`config.mk`:
```
export PLATFORM = sky130hd
export DESIGN_NAME = pong_frame_renderer_flat
export DESIGN_NICKNAME = d
export VERILOG_FILES = /design/src/rtl/pong_frame_renderer_if.sv /design/src/rtl/pong_frame_renderer.sv /design/src/flat_wrapper.sv
export SDC_FILE = /design/constraint.sdc
export NUM_CORES = 1
export LEC_CHECK = 0
export CELL_PAD_IN_SITES_DETAIL_PLACEMENT = 0
export CELL_PAD_IN_SITES_GLOBAL_PLACEMENT = 1
export CORE_MARGIN = 1
export CORE_UTILIZATION = 44
export DETAILED_ROUTE_END_ITERATION = 8
export HOLD_SLACK_MARGIN = 0.05
export PLACE_DENSITY_LB_ADDON = 0.1
export SLEW_MARGIN = 20
export SYNTH_ARGS = -nofsm -noshare
export SYNTH_HDL_FRONTEND = slang
export SYNTH_SLANG_ARGS = --single-unit
```
`constraint.sdc`:
```
create_clock -name clock -period 5.8 [get_ports clock]
set_clock_uncertainty 0.15 [all_clocks]
set_input_delay 0.58 -clock clock [delete_from_list [all_inputs] [get_ports clock]]
set_output_delay 0.58 -clock clock [all_outputs]
set_load 0.05 [all_outputs]
```
`src/rtl/pong_frame_renderer_if.sv`:
```
// Pixel/score bus between the VGA controller side and the pong frame renderer.
// The renderer uses the slave modport; whoever drives the scan addresses and
// paddle positions uses the master modport.
`timescale 1ns/1ps
interface pong_frame_renderer_if;
  logic [9:0]  xAddr;
  logic [9:0]  yAddr;
  logic        inDisplay;
  logic [9:0]  paddle_l_y;
  logic [9:0]  paddle_r_y;
  logic [23:0] vga_RGB;
  logic [3:0]  score_l;
  logic [3:0]  score_r;
  logic        point_pulse;
  logic        frame_tick;

  modport master (
    output xAddr, yAddr, inDisplay, paddle_l_y, paddle_r_y,
    input  vga_RGB, score_l, score_r, point_pulse, frame_tick
  );

  modport slave (
    input  xAddr, yAddr, inDisplay, paddle_l_y, paddle_r_y,
    output vga_RGB, score_l, score_r, point_pulse, frame_tick
  );
endinterface

```
`src/rtl/pong_frame_renderer.sv`:
```
// Pong frame renderer: draws two paddles and a ball on a black field and runs
// the game (ball motion, bounces, misses, scoring) once per frame at the end of
// active video. Optional dashed centre net: define PONG_CENTRE_NET_EN.
//
// state  | meaning
// SERVE  | ball held at centre, serve counter running (frozen once a score hits 9)
// MOVE   | ball moving, bounce/miss evaluated every frame
// SCORED | one frame after a miss: ball already recentred, then back to SERVE
`timescale 1ns/1ps
module pong_frame_renderer #(
  parameter int          BALL_SIZE    = 8,
  parameter int          BALL_SPEED   = 2,
  parameter int          PADDLE_W     = 8,
  parameter int          PADDLE_H     = 64,
  parameter int          PADDLE_L_X   = 16,
  parameter int          PADDLE_R_X   = 616,
  parameter int          SERVE_FRAMES = 60,
  parameter logic [23:0] FG_RGB       = 24'hFFFFFF
) (
  input  logic                  clock,
  input  logic                  resetn,
  pong_frame_renderer_if.slave  bus
);

  // All geometry is 11 bits so x+BALL_SIZE and similar sums never wrap.
  localparam logic [10:0] SZ     = 11'(BALL_SIZE);
  localparam logic [10:0] SPD    = 11'(BALL_SPEED);
  localparam logic [10:0] PW     = 11'(PADDLE_W);
  localparam logic [10:0] PH     = 11'(PADDLE_H);
  localparam logic [10:0] LX     = 11'(PADDLE_L_X);
  localparam logic [10:0] RX     = 11'(PADDLE_R_X);
  localparam logic [10:0] CX     = 11'(320 - BALL_SIZE / 2);
  localparam logic [10:0] CY     = 11'(240 - BALL_SIZE / 2);
  localparam logic [10:0] XMAX   = 11'd640;
  localparam logic [10:0] YMAX   = 11'd480;
  localparam logic [9:0]  PAD_MAX   = 10'(480 - PADDLE_H);
  localparam logic [9:0]  PAD_RESET = 10'd208;
  localparam int          CNT_W     = $clog2(SERVE_FRAMES);
  localparam logic [CNT_W-1:0] CNT_LAST = CNT_W'(SERVE_FRAMES - 1);
  localparam logic [3:0]  SCORE_MAX = 4'd9;

  typedef enum logic [1:0] {SERVE, MOVE, SCORED} state_t;

  state_t            state_q, state_d;
  logic [10:0]       ball_x, ball_y, bx_d, by_d;
  logic              dir_r, dir_d, dr_d, dd_d;
  logic [CNT_W-1:0]  serve_cnt, cnt_d;
  logic [3:0]        score_l_q, score_r_q, sl_d, sr_d;
  logic              pulse_q, pulse_d;
  logic [9:0]        pad_l_q, pad_r_q;
  logic              last_px, frame_tick_q;
  logic [23:0]       rgb_q;

  logic [10:0]       step_x, step_y;
  logic              step_dd, ovl_l, ovl_r, hit_l, hit_r, miss_l, miss_r;
  logic              game_over;

  assign game_over = (score_l_q == SCORE_MAX) || (score_r_q == SCORE_MAX);

  // End-of-frame detect: last active pixel seen, then active video drops.
  always_ff @(posedge clock or negedge resetn) begin
    if (!resetn) begin
      last_px      <= 1'b0;
      frame_tick_q <= 1'b0;
    end else begin
      last_px      <= bus.inDisplay && (bus.xAddr == 10'd639) && (bus.yAddr == 10'd479);
      frame_tick_q <= last_px && !bus.inDisplay;
    end
  end

  // One frame of ball motion: walls judged on the old position, paddles on the moved one.
  always_comb begin
    step_x  = dir_r ? ball_x + SPD : ball_x - SPD;
    step_y  = dir_d ? ball_y + SPD : ball_y - SPD;
    step_dd = dir_d;
    if (!dir_d && (ball_y < SPD)) begin
      step_y  = '0;
      step_dd = 1'b1;
    end
    if (dir_d && (ball_y + SZ + SPD > YMAX)) begin
      step_y  = YMAX - SZ;
      step_dd = 1'b0;
    end
    ovl_l  = (step_y < {1'b0, pad_l_q} + PH) && (step_y + SZ > {1'b0, pad_l_q});
    ovl_r  = (step_y < {1'b0, pad_r_q} + PH) && (step_y + SZ > {1'b0, pad_r_q});
    hit_l  = !dir_r && (step_x <= LX + PW) && (step_x + SZ > LX) && ovl_l;
    hit_r  = dir_r && (step_x + SZ >= RX) && (step_x < RX + PW) && ovl_r;
    miss_l = !dir_r && !hit_l && (ball_x < SPD);
    miss_r = dir_r && !hit_r && (ball_x + SZ + SPD > XMAX);
  end

  // Game FSM next state; only advances on frame_tick.
  always_comb begin
    state_d = state_q;
    bx_d    = ball_x;
    by_d    = ball_y;
    dr_d    = dir_r;
    dd_d    = dir_d;
    cnt_d   = serve_cnt;
    sl_d    = score_l_q;
    sr_d    = score_r_q;
    pulse_d = 1'b0;
    if (frame_tick_q) begin
      case (state_q)
        SERVE: begin
          bx_d = CX;
          by_d = CY;
          if (!game_over) begin
            if (serve_cnt == CNT_LAST) begin
              state_d = MOVE;
              cnt_d   = '0;
            end else begin
              cnt_d = serve_cnt + CNT_W'(1);
            end
          end
        end
        MOVE: begin
          bx_d = step_x;
          by_d = step_y;
          dd_d = step_dd;
          if (hit_l) begin
            bx_d = LX + PW;
            dr_d = 1'b1;
          end else if (hit_r) begin
            bx_d = RX - SZ;
            dr_d = 1'b0;
          end else if (miss_l || miss_r) begin
            // Recentre now and serve toward whoever conceded.
            bx_d    = CX;
            by_d    = CY;
            dr_d    = miss_r;
            state_d = SCORED;
            pulse_d = 1'b1;
            if (miss_l) sr_d = (score_r_q >= SCORE_MAX) ? SCORE_MAX : score_r_q + 4'd1;
            else        sl_d = (score_l_q >= SCORE_MAX) ? SCORE_MAX : score_l_q + 4'd1;
          end
        end
        SCORED: begin
          state_d = SERVE;
          cnt_d   = '0;
        end
        default: state_d = SERVE;
      endcase
    end
  end

  // Game state registers; paddles are latched once per frame to avoid tearing.
  always_ff @(posedge clock or negedge resetn) begin
    if (!resetn) begin
      state_q   <= SERVE;
      ball_x    <= CX;
      ball_y    <= CY;
      dir_r     <= 1'b1;
      dir_d     <= 1'b1;
      serve_cnt <= '0;
      score_l_q <= '0;
      score_r_q <= '0;
      pulse_q   <= 1'b0;
      pad_l_q   <= PAD_RESET;
      pad_r_q   <= PAD_RESET;
    end else begin
      state_q   <= state_d;
      ball_x    <= bx_d;
      ball_y    <= by_d;
      dir_r     <= dr_d;
      dir_d     <= dd_d;
      serve_cnt <= cnt_d;
      score_l_q <= sl_d;
      score_r_q <= sr_d;
      pulse_q   <= pulse_d;
      if (frame_tick_q) begin
        pad_l_q <= (bus.paddle_l_y > PAD_MAX) ? PAD_MAX : bus.paddle_l_y;
        pad_r_q <= (bus.paddle_r_y > PAD_MAX) ? PAD_MAX : bus.paddle_r_y;
      end
    end
  end

  logic [10:0] px, py;
  logic        in_ball, in_pl, in_pr, in_net;

  // Object hit-test for the current scan address (half-open rectangles).
  always_comb begin
    px      = {1'b0, bus.xAddr};
    py      = {1'b0, bus.yAddr};
    in_ball = (px >= ball_x) && (px < ball_x + SZ) && (py >= ball_y) && (py < ball_y + SZ);
    in_pl   = (px >= LX) && (px < LX + PW) &&
              (py >= {1'b0, pad_l_q}) && (py < {1'b0, pad_l_q} + PH);
    in_pr   = (px >= RX) && (px < RX + PW) &&
              (py >= {1'b0, pad_r_q}) && (py < {1'b0, pad_r_q} + PH);
`ifdef PONG_CENTRE_NET_EN
    in_net  = (bus.xAddr >= 10'd318) && (bus.xAddr <= 10'd321) && !bus.yAddr[4];
`else
    in_net  = 1'b0;
`endif
  end

  // Registered pixel colour, one cycle behind the scan address.
  always_ff @(posedge clock or negedge resetn) begin
    if (!resetn) rgb_q <= '0;
    else         rgb_q <= (bus.inDisplay && (in_ball || in_pl || in_pr || in_net)) ? FG_RGB : 24'h000000;
  end

  assign bus.vga_RGB     = rgb_q;
  assign bus.score_l     = score_l_q;
  assign bus.score_r     = score_r_q;
  assign bus.point_pulse = pulse_q;
  assign bus.frame_tick  = frame_tick_q;

endmodule

```
`src/flat_wrapper.sv`:
```
// flat-port wrapper written by rule: the top's interface ports become plain ports
module pong_frame_renderer_flat 
#(
  parameter int          BALL_SIZE    = 8,
  parameter int          BALL_SPEED   = 2,
  parameter int          PADDLE_W     = 8,
  parameter int          PADDLE_H     = 64,
  parameter int          PADDLE_L_X   = 16,
  parameter int          PADDLE_R_X   = 616,
  parameter int          SERVE_FRAMES = 60,
  parameter logic [23:0] FG_RGB       = 24'hFFFFFF
)
  (clock, resetn, bus_xAddr, bus_yAddr, bus_inDisplay, bus_paddle_l_y, bus_paddle_r_y, bus_vga_RGB, bus_score_l, bus_score_r, bus_point_pulse, bus_frame_tick);
  pong_frame_renderer_if bus_i ();
  input  logic clock;
  input  logic resetn;
  input wire logic [$bits(bus_i.xAddr)-1:0] bus_xAddr;
  input wire logic [$bits(bus_i.yAddr)-1:0] bus_yAddr;
  input wire logic [$bits(bus_i.inDisplay)-1:0] bus_inDisplay;
  input wire logic [$bits(bus_i.paddle_l_y)-1:0] bus_paddle_l_y;
  input wire logic [$bits(bus_i.paddle_r_y)-1:0] bus_paddle_r_y;
  output wire logic [$bits(bus_i.vga_RGB)-1:0] bus_vga_RGB;
  output wire logic [$bits(bus_i.score_l)-1:0] bus_score_l;
  output wire logic [$bits(bus_i.score_r)-1:0] bus_score_r;
  output wire logic [$bits(bus_i.point_pulse)-1:0] bus_point_pulse;
  output wire logic [$bits(bus_i.frame_tick)-1:0] bus_frame_tick;
  assign bus_i.xAddr = bus_xAddr;
  assign bus_i.yAddr = bus_yAddr;
  assign bus_i.inDisplay = bus_inDisplay;
  assign bus_i.paddle_l_y = bus_paddle_l_y;
  assign bus_i.paddle_r_y = bus_paddle_r_y;
  assign bus_vga_RGB = bus_i.vga_RGB;
  assign bus_score_l = bus_i.score_l;
  assign bus_score_r = bus_i.score_r;
  assign bus_point_pulse = bus_i.point_pulse;
  assign bus_frame_tick = bus_i.frame_tick;
  pong_frame_renderer #(.BALL_SIZE(BALL_SIZE), .BALL_SPEED(BALL_SPEED), .PADDLE_W(PADDLE_W), .PADDLE_H(PADDLE_H), .PADDLE_L_X(PADDLE_L_X), .PADDLE_R_X(PADDLE_R_X), .SERVE_FRAMES(SERVE_FRAMES), .FG_RGB(FG_RGB)) u_core (.clock(clock), .resetn(resetn), .bus(bus_i));
endmodule
```
# --- Word level (Yosys, flattened, before mapping) ---
# Index checks and enable logic that the tools add are counted.
word_totals:
  reg_bits: 87
  inputBits: 43
  output_inout_bits: 34
  word_cells: 156
op_classes:
  add_sub_neg: 15
  order_cmp: 28
  n_eq_ne: 12
  n_mux: 36
  n_bitwise: 3
  reduce_logical: 48
ops:
  columns: ["op", "n"]
  rows:
  - ["11-bit two-way mux", 10]
  - ["11-bit by 2-bit adder with 11-bit output, second input constant", 4]
  - ["11-bit by 4-bit adder with 11-bit output, second input constant", 4]
  - ["10-bit by 11-bit less-than comparator with 1-bit output", 4]
  - ["11-bit one-hot mux with 2 select lines", 2]
  - ["1-bit logical AND", 27]
  - ["24-bit two-way mux", 1]
  - ["10-bit by 7-bit adder with 11-bit output, second input constant", 2]
  - ["10-bit by 11-bit greater-or-equal comparator with 1-bit output", 2]
  - ["11-bit by 10-bit greater-than comparator with 1-bit output", 2]
  - ["11-bit less-than comparator", 2]
  - ["11-bit by 2-bit less-than comparator with 1-bit output, second input constant", 2]
  - ["11-bit by 2-bit subtractor with 11-bit output, second input constant", 2]
  - ["10-bit greater-or-equal comparator", 2]
  - ["10-bit by 9-bit greater-than comparator with 1-bit output, second input constant", 2]
  - ["10-bit two-way mux", 2]
  - ["6-bit AND reduction", 3]
  - ["6-bit two-way mux", 2]
  - ["6-bit one-hot mux with 2 select lines", 1]
  - ["11-bit by 10-bit greater-or-equal comparator with 1-bit output, second input constant", 1]
  - ["11-bit by 10-bit greater-than comparator with 1-bit output, second input constant", 1]
  - ["11-bit by 5-bit greater-than comparator with 1-bit output, second input constant", 1]
  - ["11-bit by 9-bit greater-than comparator with 1-bit output, second input constant", 1]
  - ["11-bit by 5-bit <= comparator with 1-bit output, second input constant", 1]
  - ["other kinds (28)", 61]

# --- Longest topological paths before layout ---
logic_depth:
  word_depth: 18
  depth_mapped: 25
  ltp_nobuf: 23

# --- Worst setup path after synthesis ---
# No wires, ideal clock.
synth_path:
  path_kind: "reg2reg"
  startpoint: "register u_core.ball_y[3]"
  endpoint: "register u_core.score_r_q[0], in the netlist u_core.bus.score_r[0]"
  setup_ns: 0.128
  arrival_ns: 5.080
  required_time_ns: 5.522
  path_slack_ns: 0.442
  path_stages_with_launch: 24
  n_path_buf: 2
  period_less_slack_ns: 5.358
  cell_sequence: "dfstp_2 buf_2 inv_1 ha_1 and4b_1 a41oi_1 a211oi_1 xnor2_1 o311ai_1 a21oi_1 and2_1 clkbuf_1 xor2_1 ha_1 a21o_1 a21o_1 a21o_1 a21oi_1 a21boi_0 o21a_1 o211a_1 nor2_1 nand3_2 mux2_1"
synth_via:
  elab_chain_len: 14
  word_cells_on_any_way: 30
  classes_between: "5 x add/sub; 6 x order compare; 3 x mux; 2 x bitwise; 14 x reduce/logical"
synth_rtl:
  columns: ["item", "line", "text"]
  rows:
  - ["from (decl)", "pong_frame_renderer.sv:45", "logic [10:0] ball_x, ball_y, bx_d, by_d;"]
  - ["from (signal assigned)", "pong_frame_renderer.sv:164", "ball_y <= by_d;"]
  - ["11-bit by 4-bit adder with 11-bit output", "pong_frame_renderer.sv:80", "if (dir_d && (ball_y + SZ + SPD > YMAX)) begin"]
  - ["11-bit by 2-bit adder with 11-bit output", "pong_frame_renderer.sv:80", null]
  - ["11-bit by 9-bit greater-than comparator with 1-bit output", "pong_frame_renderer.sv:80", null]
  - ["1-bit logical AND", "pong_frame_renderer.sv:80", null]
  - ["11-bit two-way mux (*)", "pong_frame_renderer.sv:80", null]
  - ["11-bit by 4-bit adder with 11-bit output", "pong_frame_renderer.sv:84, pong_frame_renderer.sv:85", null]
  - ["11-bit by 10-bit greater-than comparator with 1-bit output (on tied branches)", "pong_frame_renderer.sv:84, pong_frame_renderer.sv:85", null]
  - ["1-bit logical AND (on tied branches)", "pong_frame_renderer.sv:84, pong_frame_renderer.sv:85", null]
  - ["1-bit logical AND (on tied branches)", "pong_frame_renderer.sv:86, pong_frame_renderer.sv:87", null]
  - ["1-bit zero test (on tied branches)", "pong_frame_renderer.sv:88, pong_frame_renderer.sv:89", null]
  - ["1-bit logical AND (on tied branches) (2 in series)", "pong_frame_renderer.sv:88, pong_frame_renderer.sv:89", null]
  - ["1-bit logical OR", "pong_frame_renderer.sv:127", "end else if (miss_l || miss_r) begin"]
  - ["6-bit AND reduction (no line) (*)", null, null]
  - ["to (signal assigned)", "pong_frame_renderer.sv:169", "score_r_q <= sr_d;"]
  - ["to (decl)", "pong_frame_renderer.sv:48", "logic [3:0] score_l_q, score_r_q, sl_d, sr_d;"]
# Mark *: on every way between the ends. The rest lies on a longest branch, timed or not.
# A chain may end at the register's enable or synchronous reset.

# --- Worst setup path in the final report ---
layout_path:
  startpoint: "register u_core.ball_y[3]"
  endpoint: "register u_core.score_l_q[2], in the netlist u_core.bus.score_l[2]"
layout_via:
  elab_chain_len: 14
  word_cells_on_any_way: 31
  classes_between: "5 x add/sub; 6 x order compare; 3 x mux; 3 x bitwise; 14 x reduce/logical"
layout_rtl:
  columns: ["item", "line", "text"]
  rows:
  - ["11-bit by 4-bit adder with 11-bit output", "pong_frame_renderer.sv:80", null]
  - ["11-bit by 2-bit adder with 11-bit output", "pong_frame_renderer.sv:80", null]
  - ["11-bit by 9-bit greater-than comparator with 1-bit output", "pong_frame_renderer.sv:80", null]
  - ["1-bit logical AND", "pong_frame_renderer.sv:80", null]
  - ["11-bit two-way mux (*)", "pong_frame_renderer.sv:80", null]
  - ["11-bit by 4-bit adder with 11-bit output", "pong_frame_renderer.sv:84, pong_frame_renderer.sv:85", null]
  - ["11-bit by 10-bit greater-than comparator with 1-bit output (on tied branches)", "pong_frame_renderer.sv:84, pong_frame_renderer.sv:85", null]
  - ["1-bit logical AND (on tied branches)", "pong_frame_renderer.sv:84, pong_frame_renderer.sv:85", null]
  - ["1-bit logical AND (on tied branches)", "pong_frame_renderer.sv:86, pong_frame_renderer.sv:87", null]
  - ["1-bit zero test (on tied branches)", "pong_frame_renderer.sv:88, pong_frame_renderer.sv:89", null]
  - ["1-bit logical AND (on tied branches) (2 in series)", "pong_frame_renderer.sv:88, pong_frame_renderer.sv:89", null]
  - ["1-bit logical OR or 1-bit NOT (tied branches)", null, null]
  - ["6-bit AND reduction (no line) (*)", null, null]
  - ["to (signal assigned)", "pong_frame_renderer.sv:168", "score_l_q <= sl_d;"]
  - ["to (decl)", "pong_frame_renderer.sv:48", null]
# Marked as above.

==> flow_summary.ini <==
[sta]
setup_viol = 0
tns_ns = 0
fmax_mhz = 180.1
hold_viol_final = 0
maxSlewHeadroom_pct = 44.32
fin_crit_ns = 5.552
slew_viol_final = 0
tightest_slew_ns = 0.8353
layout_setup_ws_ns = 0.2476
fin_crit_sh_pct = 95.73

[placement]
pre_cts_slack_ns = -0.05027
hpwl_um = 16210
placed_area_um2 = 7794
io_buffers = 76
place_congestion = 0.8655

[worst_setup_path]
critPathCaptureType = flip-flop
worstReg2RegEnd = u_core.bus.score_l[2]
r2r_slack_ns = 0.25
critPathMaxStageDelay_ns = 0.60
path_class = flip-flop to flip-flop
cp-start-kind = flip-flop
critPathTopFamily = compound AO/OA/AOI/OAI gates
worstPathCellList = inv_1 -> ha_1 -> and4b_1 -> a41oi_1 -> a211oi_2 -> xnor2_1 -> o311ai_4 -> a21oi_1 -> and2_2 -> xor2_1 -> ha_1 -> a21o_1 -> a21o_1 -> a21o_1 -> a21oi_1 -> a21boi_0 -> o21a_1 -> o211a_1 -> a2111oi_2 -> buf_4 -> o21ai_0 -> a21o_1
worst-path-buf-inv = 2
r2r_start = u_core.ball_y[3]
critPathRequiredTime_ns = 5.88
cpMaxStageDelayCell = dfstp_2
ff2ff_path_depth = 22
cp.arrival_ns = 5.63
crit_top_cell = a21o_1
cp_max_fo = 8

[power]
p_sw_share_pct = 24.47
power_density_nw_per_um2 = 138.3
p_comb_share_pct = 11.2
share_seq_of_total_power_pct = 39.3
leakage_nw = 3.687
clkPwrFrac_pct = 49.6
p_switching_w = 0.0002764
ir_worst_vdd_uv = 118.6
intPower_w = 0.0008530

[detailed_routing]
viasPerCell = 5.911
drt_iter0_markers = 396
ant_nets = 0
dr.pass1.iters = 5
drc_errors = 0
wl_met2_um = 9441
top_layer = met4
vias = 6449
wl_per_cell_um = 18.81
wl_um = 20520
wl_met3_um = 959
wl_met1_um = 9692

[clock_network]
htree_num_levels = 3
clk_pin_slew_ns = 0.06
clk_latency_ns = 0.34
cts_tree = yes
cts_root_buf = clkbuf_16
clockBufferDepth = 2
clock-sinks = 63
cts_buffers = 9

[grt]
grt_max_degree = 64
grt_pass1_vias = 6302
grt-ovfl-total = 0
antenna_found_initial = 0
grt_pass1_wl_um = 33150
grt_util_all_layers_pct = 26.13

[final_layout]
nFillCells = 1444
final_nets = 1037
syn_to_final_growth_pct = 16.64
fin_util_pct = 53.11
drive_gt1_share_pct = 7.614
diodes = 0
fin_area_um2 = 8164

[die]
ios = 77
die-area_um2 = 16420
start_util_pct = 45.54
die_x_um = 128.1
placeableCoreArea_um2 = 15370
die_h_um = 128.1
row_count = 45

[yosys]
yosys-top-cells-count = ha_1 (119), nand2_1 (71), inv_1 (67), o21ai_0 (54), dfrtp_1 (45)
syn_avg_cell_area_um2 = 8.463
synth_nets = 989
synth.distinct_cells = 77
synthTopCellsByArea = ha_1 (21%), dfrtp_1 (16%), dfstp_2 (6.8%)
synth_cells = 827
synth_top_area_share_pct = 21.27
netlist_area_um2 = 6999
ys_ff_latch = 63
async_flop_share_pct = 100.0
synth-main-ff-cell = dfrtp_1
synth_most_common_cell = ha_1
synth_top_cell_by_area = ha_1
synth_edf_count = 0
yosysSeqAreaShare_pct = 22.85
yosysWarnings = 0

[worst_hold_path]
hold_class = input port to asynchronous set/reset pin

[outcome]
outcome = finished, final reports clean

[run]
drv_cap = 0
[cell usage in the layout (no fill, tap or decap), types with 19 or more instances in the layout]
| master | n |
|---|---|
| nand3_1 | 29 |
| clkdlybuf4s50_1 | 75 |
| o21ai_0 | 53 |
| nor2_1 | 36 |
| nor4_1 | 19 |
| dfrtp_1 | 44 |
| nand4_1 | 20 |
| nand2_1 | 68 |
| inv_1 | 67 |
| xnor2_1 | 34 |
| a21oi_1 | 31 |
| ha_1 | 118 |
| o21a_1 | 23 |
[how the worst max path moves through the flow]
stage,to,cells after the start,start,slack (ns)
2_1_floorplan,u_core.bus.score_r[0],23,u_core.ball_y[3],0.44
3_3_place_gp,u_core.bus.score_l[2],21,u_core.ball_y[3],0.01
3_5_place_dp,u_core.bus.score_r[0],20,u_core.ball_y[3],-0.05
4_1_cts,u_core.bus.score_l[2],22,u_core.ball_y[3],0.11
5_1_grt,u_core.bus.score_l[2],22,u_core.ball_y[3],-0.01
6_report,u_core.bus.score_l[2],22,u_core.ball_y[3],0.25
[routing by layer]
layer,GRT usage [%],vias up
met5,0,-
met2,42.81,187
met3,3.339,26
met4,9.689,0
li1,-,3129
met1,35.11,3107
[what timing repair did]
| item | 4_1_cts | 5_1_grt |
|---|---|---|
| hold buffers | 0 | 0 |
| pin swaps | 0 | 1 |
| endpoints found under the setup margin | 18 | 33 |
| setup buffers | 0 | 2 |
| resized for setup | 1 | 12 |
[layout make-up]
type	instances	area, um2	area share, %
Inverter	70	262.8	3.218
Timing Repair Buffer	86	830.8	10.18
Multi-Input combinational cell	645	4897	59.98
Clock inverter	5	56.30	0.6897
Sequential cell	63	1600	19.60
Clock buffer	11	252.7	3.096
Tap cell	211	264.0	3.234
[registers in the layout (all words and copies together), names as in the netlist, 2 cells and up]
register,flops
u_core.ball_y,11
u_core.state_q,2
u_core.pad_l_q,10
u_core.serve_cnt,6
u_core.bus.score_l,4
u_core.ball_x,10
u_core.pad_r_q,10
u_core.bus.score_r,4
[cell families after synthesis]
group                    Yosys count  synth area share, %
AND/OR/NAND/NOR                  253                19.40
flip-flops                        63                22.85
AO/OA/AOI/OAI                    221                21.70
adder cells (fa/ha/maj)          120                21.42
XOR/XNOR                          44                5.774
buffers and inverters            119                7.830
multiplexers                       7                1.037
[worst reg2reg max path, stage by stage (launching register included)]
cell	delay [ns]
dfstp_2	0.60
inv_1	0.14
ha_1	0.36
and4b_1	0.26
a41oi_1	0.27
a211oi_2	0.11
xnor2_1	0.25
o311ai_4	0.20
a21oi_1	0.35
and2_2	0.30
xor2_1	0.22
ha_1	0.27
a21o_1	0.17
a21o_1	0.17
a21o_1	0.17
a21oi_1	0.13
a21boi_0	0.10
o21a_1	0.20
o211a_1	0.24
a2111oi_2	0.32
buf_4	0.21
o21ai_0	0.08
a21o_1	0.18
[through the flow]
step	std cells	hold slack (ns)	power, W
after global routing	1091	0.3321	0.001166
after CTS	1089	0.2963	0.001138
after detailed placement	1073	0.3199	0.0005765
after floorplan	827	0.1344	0.0005083
final	1091	0.2407	0.001129
after global placement	1073	0.2974	0.0005726
[power by group through the flow]
stage	clock (W)	sequential, W	combinational (W)
after floorplan	0	0.000451	0.0000574
after global placement	0	0.000451	0.000122
after detailed placement	0	0.000451	0.000126
after CTS	0.000568	0.000443	0.000127
after global routing	0.000583	0.000443	0.000140
final	0.000560	0.000443	0.000126
(Power assumes the default switching activity.)
==> RTL change 1, RTL diff (same flow settings) <==
Encoding of `state_t`: now one-hot (3 bits for 3 states).
--- a/src/rtl/pong_frame_renderer.sv
+++ b/src/rtl/pong_frame_renderer.sv
@@ -40,5 +40,5 @@
   localparam logic [3:0]  SCORE_MAX = 4'd9;
 
-  typedef enum logic [1:0] {SERVE, MOVE, SCORED} state_t;
+  typedef enum logic [2:0] {SERVE = 3'b001, MOVE = 3'b010, SCORED = 3'b100} state_t;
 
   state_t            state_q, state_d;
Function: same outputs for any inputs over 10 cycles, from zero or initial values and one cycle with resetn low; not proved beyond that.
==> RTL change 1 against the unedited design <==
  * Count of clock-buffer cells in the layout is 2 higher
  * Sequential cell count rose by 1
  * Synthesized cell count shrank 0.24%
  * First-iteration DRC count shrank 10%
  * Setup slack got worse by 130 ps
  * Wire length fell by 3.2%
  * Critical path depth is 1 lower
  * Design area decreased by 0.58%
  * Total power decreased by 4.3%
  * Area after synthesis fell by 0.30%
==> RTL change 1: results (changes against the unedited design) <==
| Metric | Value |
|---|---|
| Status | `finished, final reports clean (unchanged)` |
| WL met3 | `952 um (was 959 um)` |
| Post-Syn Nets | `987 (was 989)` |
| Leak | `3.59 nW (was 3.69 nW)` |
| Total track usage | `25.4% (was 26.1%)` |
| Worst Path Max Fanout | `7 (was 8)` |
| Vias per inst | `5.79 (was 5.91)` |
| Post-Synth Adder-Cell Area | `21.5% (was 21.4%)` |
| M1 wire length | `9470 um (was 9690 um)` |
| Slowest cell delay on critical path | `580 ps (was 600 ps)` |
| Num Clock Sinks | `64 (was 63)` |
| Register Area | `1630 um^2 (was 1600 um^2)` |
| Layout cell share with drive strength beyond 1 | `8.34% (was 7.61%)` |
| Final hold slack | `260 ps (was 241 ps)` |
| Non-clk bufs | `90 (was 86)` |
| Post-synth cell types | `79 (was 77)` |
| Layout net count | `1044 (was 1037)` |
| DP Area | `7820 um^2 (was 7790 um^2)` |
| Worst EP arrival | `5810 ps (was 5630 ps)` |
| Iteration-0 DRC count of the detailed router | `356 (was 396)` |
| Fraction of area in multi-input gates | `59.8% (was 60.0%)` |
| VDD IR-drop max | `0.149 mV (was 0.119 mV)` |
| Met3 Use GR | `4.09% (was 3.34%)` |
| Largest net degree at the start of global routing | `65 (was 64)` |
| Post-synthesis mux area share | `0.574% (was 1.04%)` |
| Grt met1 use | `34.5% (was 35.1%)` |
| Commonest cells post-synth | `ha_1 (119), inv_1 (59), o21ai_0 (59) (was ha_1 (119), nand2_1 (71), inv_1 (67))` |
| Sequential area share after synthesis | `23.3% (was 22.8%)` |
| Ys flop type | `dfrtp_1 (unchanged)` |
| Area contributors post-synth | `ha_1 (21%), dfrtp_1 (16%), dfstp_2 (7.2%) (was ha_1 (21%), dfrtp_1 (16%), dfstp_2 (6.8%))` |
| HPWL after detailed placement | `16000 um (was 16200 um)` |
| XOR/XNOR Fraction of Synth Area | `5.63% (was 5.77%)` |
| Inverters | `64 (was 70)` |
| R2R Setup Slk | `120 ps (was 250 ps)` |
| Gpl congestion | `0.872 (was 0.866)` |
| Sequential share of power | `41.7% (was 39.3%)` |
| Final WL | `19900 um (was 20500 um)` |
| CTS resizes | `2 (was 1)` |
| Multi-input combinational cell count | `653 (was 645)` |
| Grt met2 use | `40.6% (was 42.8%)` |
| Compound-Gate Fraction of Synth Area | `21.3% (was 21.7%)` |
| Design Area, Final | `8120 um^2 (was 8160 um^2)` |
| First-pass GRT wire length | `32500 um (was 33200 um)` |
| FILL cells | `1471 (was 1444)` |
| Reg2reg start | `u_core.ball_y[2]$_DFFE_PN1P_ (was u_core.ball_y[3]$_DFFE_PN1P_)` |
| Clock group share of total power | `46.5% (was 49.6%)` |
| Post-Layout Cell Count | `1098 (was 1091)` |
| Clock buffer cells | `13 (was 11)` |
| Core Footprint | `15300 um^2 (was 15400 um^2)` |
| Slew HR | `38.5% (was 44.3%)` |
| Worst slack, placed | `-77.4 ps (was -50.3 ps)` |
| Layout clock area frac | `3.31% (was 3.79%)` |
| Non-Clock Buffer Area Fraction | `10.6% (was 10.2%)` |
| Vias in the first global route | `6277 (was 6302)` |
[RTL change 1: worst max path at each step]
stage / slack [ps] / depth (start not counted) / start / endpoint
2_1_floorplan: 130 / 23 / u_core.ball_y[3]$_DFFE_PN1P_ / u_core.bus.score_l[2]$_DFFE_PN0P_
3_3_place_gp: 100 / 21 / u_core.ball_y[2]$_DFFE_PN1P_ / u_core.ball_y[1]$_DFFE_PN0P_
3_5_place_dp: -80 / 22 / u_core.ball_y[2]$_DFFE_PN1P_ / u_core.ball_y[4]$_DFFE_PN0P_
4_1_cts: 40 / 21 / u_core.ball_y[2]$_DFFE_PN1P_ / u_core.ball_y[4]$_DFFE_PN0P_
5_1_grt: -70 / 21 / u_core.ball_y[2]$_DFFE_PN1P_ / u_core.bus.score_l[2]$_DFFE_PN0P_
6_report: 120 / 21 / u_core.ball_y[2]$_DFFE_PN1P_ / u_core.bus.score_l[2]$_DFFE_PN0P_
==> RTL change 2, RTL diff (config.mk and constraints unchanged) <==
Made on the original files. `SERVE_FRAMES` is set to 60 in 2 places; all go to 30.
--- a/src/rtl/pong_frame_renderer.sv
+++ b/src/rtl/pong_frame_renderer.sv
@@ -15,5 +15,5 @@
   parameter int          PADDLE_L_X   = 16,
   parameter int          PADDLE_R_X   = 616,
-  parameter int          SERVE_FRAMES = 60,
+  parameter int          SERVE_FRAMES = 30,
   parameter logic [23:0] FG_RGB       = 24'hFFFFFF
 ) (
--- a/src/flat_wrapper.sv
+++ b/src/flat_wrapper.sv
@@ -8,5 +8,5 @@
   parameter int          PADDLE_L_X   = 16,
   parameter int          PADDLE_R_X   = 616,
-  parameter int          SERVE_FRAMES = 60,
+  parameter int          SERVE_FRAMES = 30,
   parameter logic [23:0] FG_RGB       = 24'hFFFFFF
 )
Formal check against the unedited RTL: same outputs for any inputs over 10 cycles, from zero or initial values and one cycle with resetn low; that may be too few to reach the edited logic, so the function may still have changed.
==> RTL change 2 against the unedited design <==
  * Setup slack better by 36 ps
  * Wire length down 1.7%
  * Largest cell class unchanged
  * Total power down 1.4%
  * Fmax up 0.65%
  * Die area up 0.52%
  * Sequential cell count down 1
  * Area after synthesis up 0.54%
  * Design area down 0.46%
==> RTL change 2: results (changes against the unedited design) <==
| Metric | Value |
|---|---|
| Total track usage | `25.7% (was 26.1%)` |
| Largest net degree at the start of global routing | `63 (was 64)` |
| Post-Syn Nets | `996 (was 989)` |
| CTS resizes | `0 (was 1)` |
| Area contributors post-synth | `ha_1 (22%), dfrtp_1 (16%), dfstp_2 (6.7%) (was ha_1 (21%), dfrtp_1 (16%), dfstp_2 (6.8%))` |
| HPWL after detailed placement | `16000 um (was 16200 um)` |
| WL met3 | `994 um (was 959 um)` |
| Commonest cells post-synth | `ha_1 (121), o21ai_0 (67), nand2_1 (65) (was ha_1 (119), nand2_1 (71), inv_1 (67))` |
| Grt met1 use | `35.9% (was 35.1%)` |
| Leak | `3.57 nW (was 3.69 nW)` |
| Sw Pwr | `0.267 mW (was 0.276 mW)` |
| Inverters | `66 (was 70)` |
| Grt met2 use | `41.8% (was 42.8%)` |
| Drt wl/cell | `18.5 um (was 18.8 um)` |
| XOR/XNOR Fraction of Synth Area | `5.57% (was 5.77%)` |
| Combinational power | `0.120 mW (was 0.126 mW)` |
| Layout clock area frac | `3.76% (was 3.79%)` |
| Met3 Use GR | `3.20% (was 3.34%)` |
| Seq area share | `19.4% (was 19.6%)` |
| Slowest cell delay on critical path | `650 ps (was 600 ps)` |
| Multi-input combinational cell count | `655 (was 645)` |
| Non-clk bufs | `83 (was 86)` |
| M1 wire length | `9750 um (was 9690 um)` |
| Non-Clock Buffer Area Fraction | `9.95% (was 10.2%)` |
| Iteration-0 DRC count of the detailed router | `418 (was 396)` |
| Post-Synth Adder-Cell Area | `21.7% (was 21.4%)` |
| DR pass1 iterations | `6 (was 5)` |
| First-pass GRT wire length | `33000 um (was 33200 um)` |
| Sequential area share after synthesis | `22.4% (was 22.8%)` |
| Met2 WL | `9200 um (was 9440 um)` |
| Compound-Gate Fraction of Synth Area | `22.1% (was 21.7%)` |
| Via count | `6440 (was 6449)` |
| Slew HR | `45.3% (was 44.3%)` |
| Status | `finished, final reports clean (unchanged)` |
| Post-synthesis mux area share | `0.871% (was 1.04%)` |
| Worst EP arrival | `5620 ps (was 5630 ps)` |
## RTL change 2: changes by cell type after synthesis, sizes merged, moves of 5 or more
cell	before	now
or3	8	3
nor2b	9	14
or2	0	6
nand2	72	65
nor4	20	6
nand4	20	15
a21oi	32	42
and3	5	11
o21ai	59	68
buf	28	36
clkbuf	21	13
nor2	38	45
nor3	10	23
o21a	23	14
## RTL change 2: metrics by stage
| step | std cells | power (mW) | setup WS [ps] | TNS (ps) | util (%) |
|---|---|---|---|---|---|
| 6_report | 1093 | 1.11 | 283 | 0 | 52.7 |
| 5_1_grt | 1093 | 1.15 | -5.50 | -5.50 | 52.7 |
| 4_1_cts | 1093 | 1.12 | 119 | 0 | 52.6 |
| 3_5_place_dp | 1077 | 0.563 | 140 | 0 | 50.6 |
| 3_3_place_gp | 1077 | 0.560 | 363 | 0 | 50.6 |
| 2_1_floorplan | 832 | 0.498 | 851 | 0 | - |
## RTL change 2: worst paths after layout
path / startpoint / end / slack, ps / cells after the start
worst max-delay path: u_core.ball_y[3]$_DFFE_PN1P_ / u_core.ball_x[10]$_DFFE_PN0P_ / 280 / 19
worst min-delay path: resetn / u_core.bus.score_r[2]$_DFFE_PN0P_ / 260 / 2
worst max register to register: u_core.ball_y[3]$_DFFE_PN1P_ / u_core.ball_x[10]$_DFFE_PN0P_ / 280 / 19
worst min register to register: u_core.serve_cnt[4]$_DFFE_PN0P_ / u_core.serve_cnt[4]$_DFFE_PN0P_ / 350 / 1
max in group asynchronous: resetn / u_core.ball_y[4]$_DFFE_PN0P_ / 4720 / 2
min in group clock: u_core.serve_cnt[4]$_DFFE_PN0P_ / u_core.serve_cnt[4]$_DFFE_PN0P_ / 350 / 1
